===== src/rtl/cpu_trap_ctrl.sv =====
// cpu_trap_ctrl: machine-mode trap entry / MRET sequencer sharing the CSR file port.
//
// Optional feature macro: CPU_TRAP_MCAUSE_EN
//   defined   -> trap saves mepc, then mcause, then vectors (3 busy cycles)
//   undefined -> trap saves mepc, then vectors (2 busy cycles); trap_cause unused
//
// Ports
//   clk, rst                       clock (rising edge), synchronous active-high reset
//   trap_req, trap_pc, trap_cause  trap request with faulting PC and mcause value
//   mret_req                       MRET request
//   insn_csr_*                     instruction-side CSR access, passed through in IDLE
//   csr_*                          shared CSR file port (combinational read data)
//   redirect_valid, redirect_pc    one-cycle fetch redirect
//   busy                           pipeline stall while a sequence is in flight
module cpu_trap_ctrl (
   input  logic        clk,
   input  logic        rst,
   input  logic        trap_req,
   input  logic [31:0] trap_pc,
   input  logic [31:0] trap_cause,
   input  logic        mret_req,
   input  logic [11:0] insn_csr_raddr,
   output logic [31:0] insn_csr_rdata,
   input  logic [11:0] insn_csr_waddr,
   input  logic [31:0] insn_csr_wdata,
   input  logic        insn_csr_we,
   output logic        insn_csr_ready,
   output logic [11:0] csr_raddr,
   input  logic [31:0] csr_rdata,
   output logic [11:0] csr_waddr,
   output logic [31:0] csr_wdata,
   output logic        csr_wenable,
   output logic        redirect_valid,
   output logic [31:0] redirect_pc,
   output logic        busy
);

   localparam logic [11:0] CSR_MEPC   = 12'h341;
   localparam logic [11:0] CSR_MCAUSE = 12'h342;
   localparam logic [11:0] CSR_MTVEC  = 12'h305;

   typedef enum logic [2:0] {
      IDLE       = 3'd0,
      SAVE_EPC   = 3'd1,
      SAVE_CAUSE = 3'd2,
      VECTOR     = 3'd3,
      MRET       = 3'd4
   } state_t;

   state_t      state;
   logic [29:0] epc_q;     // word-aligned PC; low two bits are always written as zero
   logic        idle_eff;  // reset forces IDLE-like outputs so an aborted sequence emits nothing

`ifdef CPU_TRAP_MCAUSE_EN
   logic [31:0] cause_q;
   logic        unused_in;
   assign unused_in = ^trap_pc[1:0];
`else
   logic        unused_in;
   assign unused_in = ^{trap_pc[1:0], trap_cause};
`endif

   // State register and request latch
   always_ff @(posedge clk) begin
      if (rst) begin
         state   <= IDLE;
         epc_q   <= '0;
`ifdef CPU_TRAP_MCAUSE_EN
         cause_q <= '0;
`endif
      end else begin
         case (state)
            IDLE: begin
               // trap wins over a simultaneous MRET
               if (trap_req) begin
                  epc_q   <= trap_pc[31:2];
`ifdef CPU_TRAP_MCAUSE_EN
                  cause_q <= trap_cause;
`endif
                  state   <= SAVE_EPC;
               end else if (mret_req) begin
                  state <= MRET;
               end
            end
`ifdef CPU_TRAP_MCAUSE_EN
            SAVE_EPC:   state <= SAVE_CAUSE;
            SAVE_CAUSE: state <= VECTOR;
`else
            SAVE_EPC:   state <= VECTOR;
`endif
            VECTOR:     state <= IDLE;
            MRET:       state <= IDLE;
            default:    state <= IDLE;
         endcase
      end
   end

   assign idle_eff       = rst || (state == IDLE);
   assign insn_csr_rdata = csr_rdata;
   assign redirect_pc    = {csr_rdata[31:2], 2'b00};

   // CSR port steering and status outputs
   always_comb begin
      csr_raddr      = insn_csr_raddr;
      csr_waddr      = insn_csr_waddr;
      csr_wdata      = insn_csr_wdata;
      csr_wenable    = 1'b0;
      insn_csr_ready = 1'b0;
      redirect_valid = 1'b0;
      busy           = 1'b0;
      if (idle_eff) begin
         csr_wenable    = insn_csr_we;
         insn_csr_ready = 1'b1;
      end else begin
         busy = 1'b1;
         case (state)
            SAVE_EPC: begin
               csr_waddr   = CSR_MEPC;
               csr_wdata   = {epc_q, 2'b00};
               csr_wenable = 1'b1;
            end
`ifdef CPU_TRAP_MCAUSE_EN
            SAVE_CAUSE: begin
               csr_waddr   = CSR_MCAUSE;
               csr_wdata   = cause_q;
               csr_wenable = 1'b1;
            end
`endif
            VECTOR: begin
               csr_raddr      = CSR_MTVEC;
               redirect_valid = 1'b1;
            end
            MRET: begin
               csr_raddr      = CSR_MEPC;
               redirect_valid = 1'b1;
            end
            default: ;
         endcase
      end
   end

endmodule


===== config.mk =====
export PLATFORM = sky130hd
export DESIGN_NAME = cpu_trap_ctrl
export DESIGN_NICKNAME = d
export VERILOG_FILES = /design/src/rtl/cpu_trap_ctrl.sv
export SDC_FILE = /design/constraint.sdc
export NUM_CORES = 1
export LEC_CHECK = 0
export ABC_AREA = 1
export CORE_AREA = 2 2 109 111
export CTS_CLUSTER_DIAMETER = 120
export DETAILED_ROUTE_END_ITERATION = 10
export DIE_AREA = 0 0 111 113
export PLACE_DENSITY_LB_ADDON = 0.15
export SKIP_LAST_GASP = 1
export SYNTH_ARGS = -nofsm -noshare
export SYNTH_HDL_FRONTEND = slang
export SYNTH_SLANG_ARGS = --single-unit

===== constraint.sdc =====
create_clock -name clk -period 1.4 [get_ports clk]
set_input_delay 0.14 -clock clk [delete_from_list [all_inputs] [get_ports clk]]
set_output_delay 0.14 -clock clk [all_outputs]
set_load 0.01 [all_outputs]

# Yosys cells after proc, flatten, opt, wreduce, memory -nomap -nowiden
# Cells that the tools add are included.
classes:
  add_sub_neg: 0
  mul: 0
  div_mod_pow: 0
  order_cmp: 0
  eq_ne: 4
  shifts: 0
  muxes: 15
  bitwise_logic: 0
  n_reduce_logical: 4
ops:
  columns: ["cell", "count"]
  rows:
  - ["$mux W32", 2]
  - ["$mux W12", 3]
  - ["$pmux W12 S2", 1]
  - ["$mux W1", 6]
  - ["$mux W3", 2]
  - ["$pmux W3 S2", 1]
  - ["$eq A3 B1 Y1 const B", 1]
  - ["$eq A3 B2 Y1 const B", 1]
  - ["$eq A3 B3 Y1 const B", 1]
  - ["$logic_not A3 Y1", 1]
  - ["$ne A3 B3 Y1 const B", 1]
  - ["$reduce_and A2 Y1", 1]
  - ["$reduce_or A2 Y1", 1]
  - ["$logic_or A1 B1 Y1", 1]
word_totals:
  reg_bits: 33
  latchBits: 0
  mem_bits_rw: 0
  rom_bits: 0
  inputBits: 157
  output_inout_bits: 124
  elab_cells: 25
  mem_count: 0

# Depth between registers and ports, before layout
logic_depth:
  depth_word: 4
  mapped_depth: 6
  mapped_depth_nobuf: 5

# Least setup slack after synthesis
# No wires, ideal clock.
synth_timing:
  path_kind: "reg2out"
  start: "register state[2]"
  end: "output port csr_wdata[10]"
  t_arrival_ns: 1.033
  setup_slack_ns: 0.227
  stages_incl_launch_ff: 5
  path_buffers: 1
  cell_sequence: "dfxtp_1 > nor2_4 > nand3_2 > buf_2 > o21ai_1"
synth_via:
  elab_chain_cells: 3
synth_lines:
  columns: ["element", "line_no", "text"]
  rows:
  - ["start: declaration", "50", "state_t state;"]
  - ["start signal: assignment", "66", "state <= IDLE;"]
  - ["start signal: assignment", "80", "state <= SAVE_EPC;"]
  - ["start signal: assignment", "82", "state <= MRET;"]
  - ["$eq A3 B1 Y1 or $logic_not A3 Y1 (tied branches)", "116, 98", null]
  - ["$mux W32 or $logic_or A1 B1 Y1 (tied branches)", "116, 98", null]
  - ["$mux W32 (*)", "111", "if (idle_eff) begin"]
  - ["end: declaration", "31", "output logic [31:0] csr_wdata,"]
# Every way passes the cells marked *; elsewhere a longest branch is shown, timed or not.

# Worst setup path in the final report
layout_timing:
  start: "register state[2]"
  end: "output port csr_wdata[3]"
# Same word-level chain as after synthesis.

==> impl_metrics.toml <==
[clock_tree]
cts_tree = "yes"
cts.clk_slew.worst_paths_ns = 0.05
cts_buffer_depth = 2
clkSinkCount = 33
root_buffer = "clkbuf_16"
cts_htree_levels = 2
cts_buffers = 5
clkLatencyLatePin_ns = 0.28

[yosys]
synth.distinct_cells = 21
syn-cell-area_um2 = 2690
yosysWarningCount = 0
synth_seq_cells = 33
avgSynthCellArea_um2 = 5.90
syn_inst = 456
seq_area_frac_synth = 0.246

[floorplanning]
fp.dieArea_um2 = 12500
num_rows = 39
die_h_um = 113
core_area_um2 = 11300
start_util = 0.239
pin_count = 281
die_x_um = 111

[global_routing]
grt.overflow.total = 0
grt_pass1_vias = 2863
grt_usage = 0.148
antenna_found_initial = 0
grt_pass1_wl_mm = 14.8
grt_max_degree = 32

[setup_path]
critPathKind = "reg2out"
crit_buf_inv = 4
cp.arrival_ns = 1.52
slowest_stage = "dfxtp_2"
crit_path_max_fanout = 8
crit_chain = "nor2_4 -> nand3_4 -> buf_12 -> buf_12 -> buf_6 -> nand2_1 -> o21ai_1 -> buf_2"
slowest_delay_ns = 0.34
start_kind = "flop"
cpMostUsedCell = "buf_12"
crit_required_ns = 1.26
path_delay_family = "buffers and inverters"
endpoint_kind = "primary output"

[pwr]
p_leak_nw = 2.53
power_w = 0.00364
irDropWorstVdd_uv = 441
p_per_area_nw_per_um2 = 765

[timing]
hold_viol_final = 0
finalMaxSlewViolations = 0
finalCriticalPeriod_ns = 1.66
worst_slack_ns = -0.256
fmax_mhz = 604
rsz0062_at_grt = "yes"
clock_skew_ns = 0.00481
period_share = 1.18
finalSetupViolCount = 58

[cells_and_area]
num_antenna_cells = 0
final_nets = 737
post-route-cell-area_um2 = 4760
syn_to_final_growth_pct = 76.8
drive_gt1_frac = 0.343

[placement]
hpwl_mm = 6.00
port_buffers = 150
dpl_cell_area_um2 = 3950
gp_congestion = 0.768

[routing]
drt_wl_total_mm = 9.63
first_iter_violations = 61
drc = 0
first_pass_iters = 4
antenna_left = 0
routed-via-count = 2962
viasPerCell = 4.09
wl_per_cell_um = 13.3

[worst_hold_path]
hp-class = "in2out"

[run]
cap_violations = 0

[outcome]
violations = "negative setup slack"
status = "finished with violations"
==> power breakdown <==
part	switching, W	internal [W]
Sequential	0.0000269	0.00103
Combinational	0.000706	0.000817
Clock	0.000405	0.000653
Total	0.00114	0.00250
==> cells in the final DEF (no fill, tap or decap), drive strengths merged <==
cell type	Yosys	routed
buf	83	106
bufbuf	0	1
clkbuf	4	12
clkdlybuf4s50	0	89
clkinv	0	2
conb	1	2
dfxtp	33	33
dlygate4sd2	0	1
inv	111	111
nand2	110	110
nand3	4	4
nand3b	3	3
nand4	30	30
nor2	41	41
nor3	1	1
o21ai	31	31
or2	4	4
==> worst paths after layout <==
check | cells past startpoint | start | slack (ns) | endpoint
max | 8 | state[2] | -0.26 | csr_wdata[3]
min | 0 | csr_rdata[28] | 0.28 | insn_csr_rdata[28]
max reg2reg | 9 | state[2] | 0.03 | epc_q[13]
min reg2reg | 4 | epc_q[6] | 0.52 | epc_q[6]
==> metrics by stage <==
stage | setup WS, ns | hold WS, ns | util | std cells | setup TNS [ns]
floorplan | 0.227 | 0.212 | - | 457 | 0
global placement | -0.512 | 0.280 | 0.350 | 684 | -30.76
detailed placement | -0.541 | 0.280 | 0.350 | 684 | -31.59
CTS | -0.285 | 0.280 | 0.392 | 714 | -11.10
global route | -0.346 | 0.280 | 0.422 | 724 | -14.80
finish | -0.256 | 0.280 | 0.422 | 724 | -8.99
==> state kept, by name (all words and copies together), names as in the netlist <==
register	cells
state	3
epc_q	30
==> synthesized netlist by cell type <==
cell        n  area (um2)
nand2_1   109         409
buf_1       2        7.51
nand3b_1    3        22.5
buf_6       3        33.8
buf_2      14        70.1
inv_1     109         409
conb_1      1        3.75
or2_2       4        25.0
nand3_1     2        10.0
inv_2       2        7.51
nand3_2     2        20.0
nor2_4      1        11.3
clkbuf_1    4        15.0
o21ai_0     1        5.00
nand2_2     1        6.26
nand4_1    30         188
nor2_1     40         150
o21ai_1    30         150
nor3_1      1        5.00
buf_4      64         480
dfxtp_1    33         661
==> routing by layer <==
metal,vias to the layer above,share of wire,track usage
li1,1527,-,-
met1,1299,0.42,0.175
met2,115,0.49,0.258
met3,21,0.071,0.0412
met4,0,0.020,0.0508
met5,-,0,0
==> cells by family after synthesis <==
logic type / count (synthesis) / share of synthesized area
AND/OR/NAND/NOR: 193 / 0.315
AO/OA/AOI/OAI: 31 / 0.0577
other: 1 / 0.00139
buffers and inverters: 198 / 0.380
flip-flops: 33 / 0.246
==> timing repair <==
item | in CTS | in global routing
endpoints found under the setup margin | 90 | 90
pin swaps | 8 | 15
hold buffers | 0 | 0
gates cloned | 7 | 3
resized for setup | 294 | 89
buffers inserted | 15 | 9
==> area by class of cell <==
cell class,instances,area [um2]
fill,1209,6520
multi-input combinational,226,1300
clock inverter,2,10.0
sequential,33,667
timing repair buffer,203,2060
tap,143,179
clock buffer,6,129
inverter,111,417
==> worst register-to-register path, cell delays in order, from the launching register on <==
cell,delay (ns)
dfxtp_2,0.34
nor2_4,0.13
buf_4,0.12
buf_6,0.11
buf_12,0.10
nand3_4,0.12
clkbuf_16,0.20
nand2_1,0.06
inv_1,0.04
nor2_1,0.08
(Power assumes the default switching activity.)
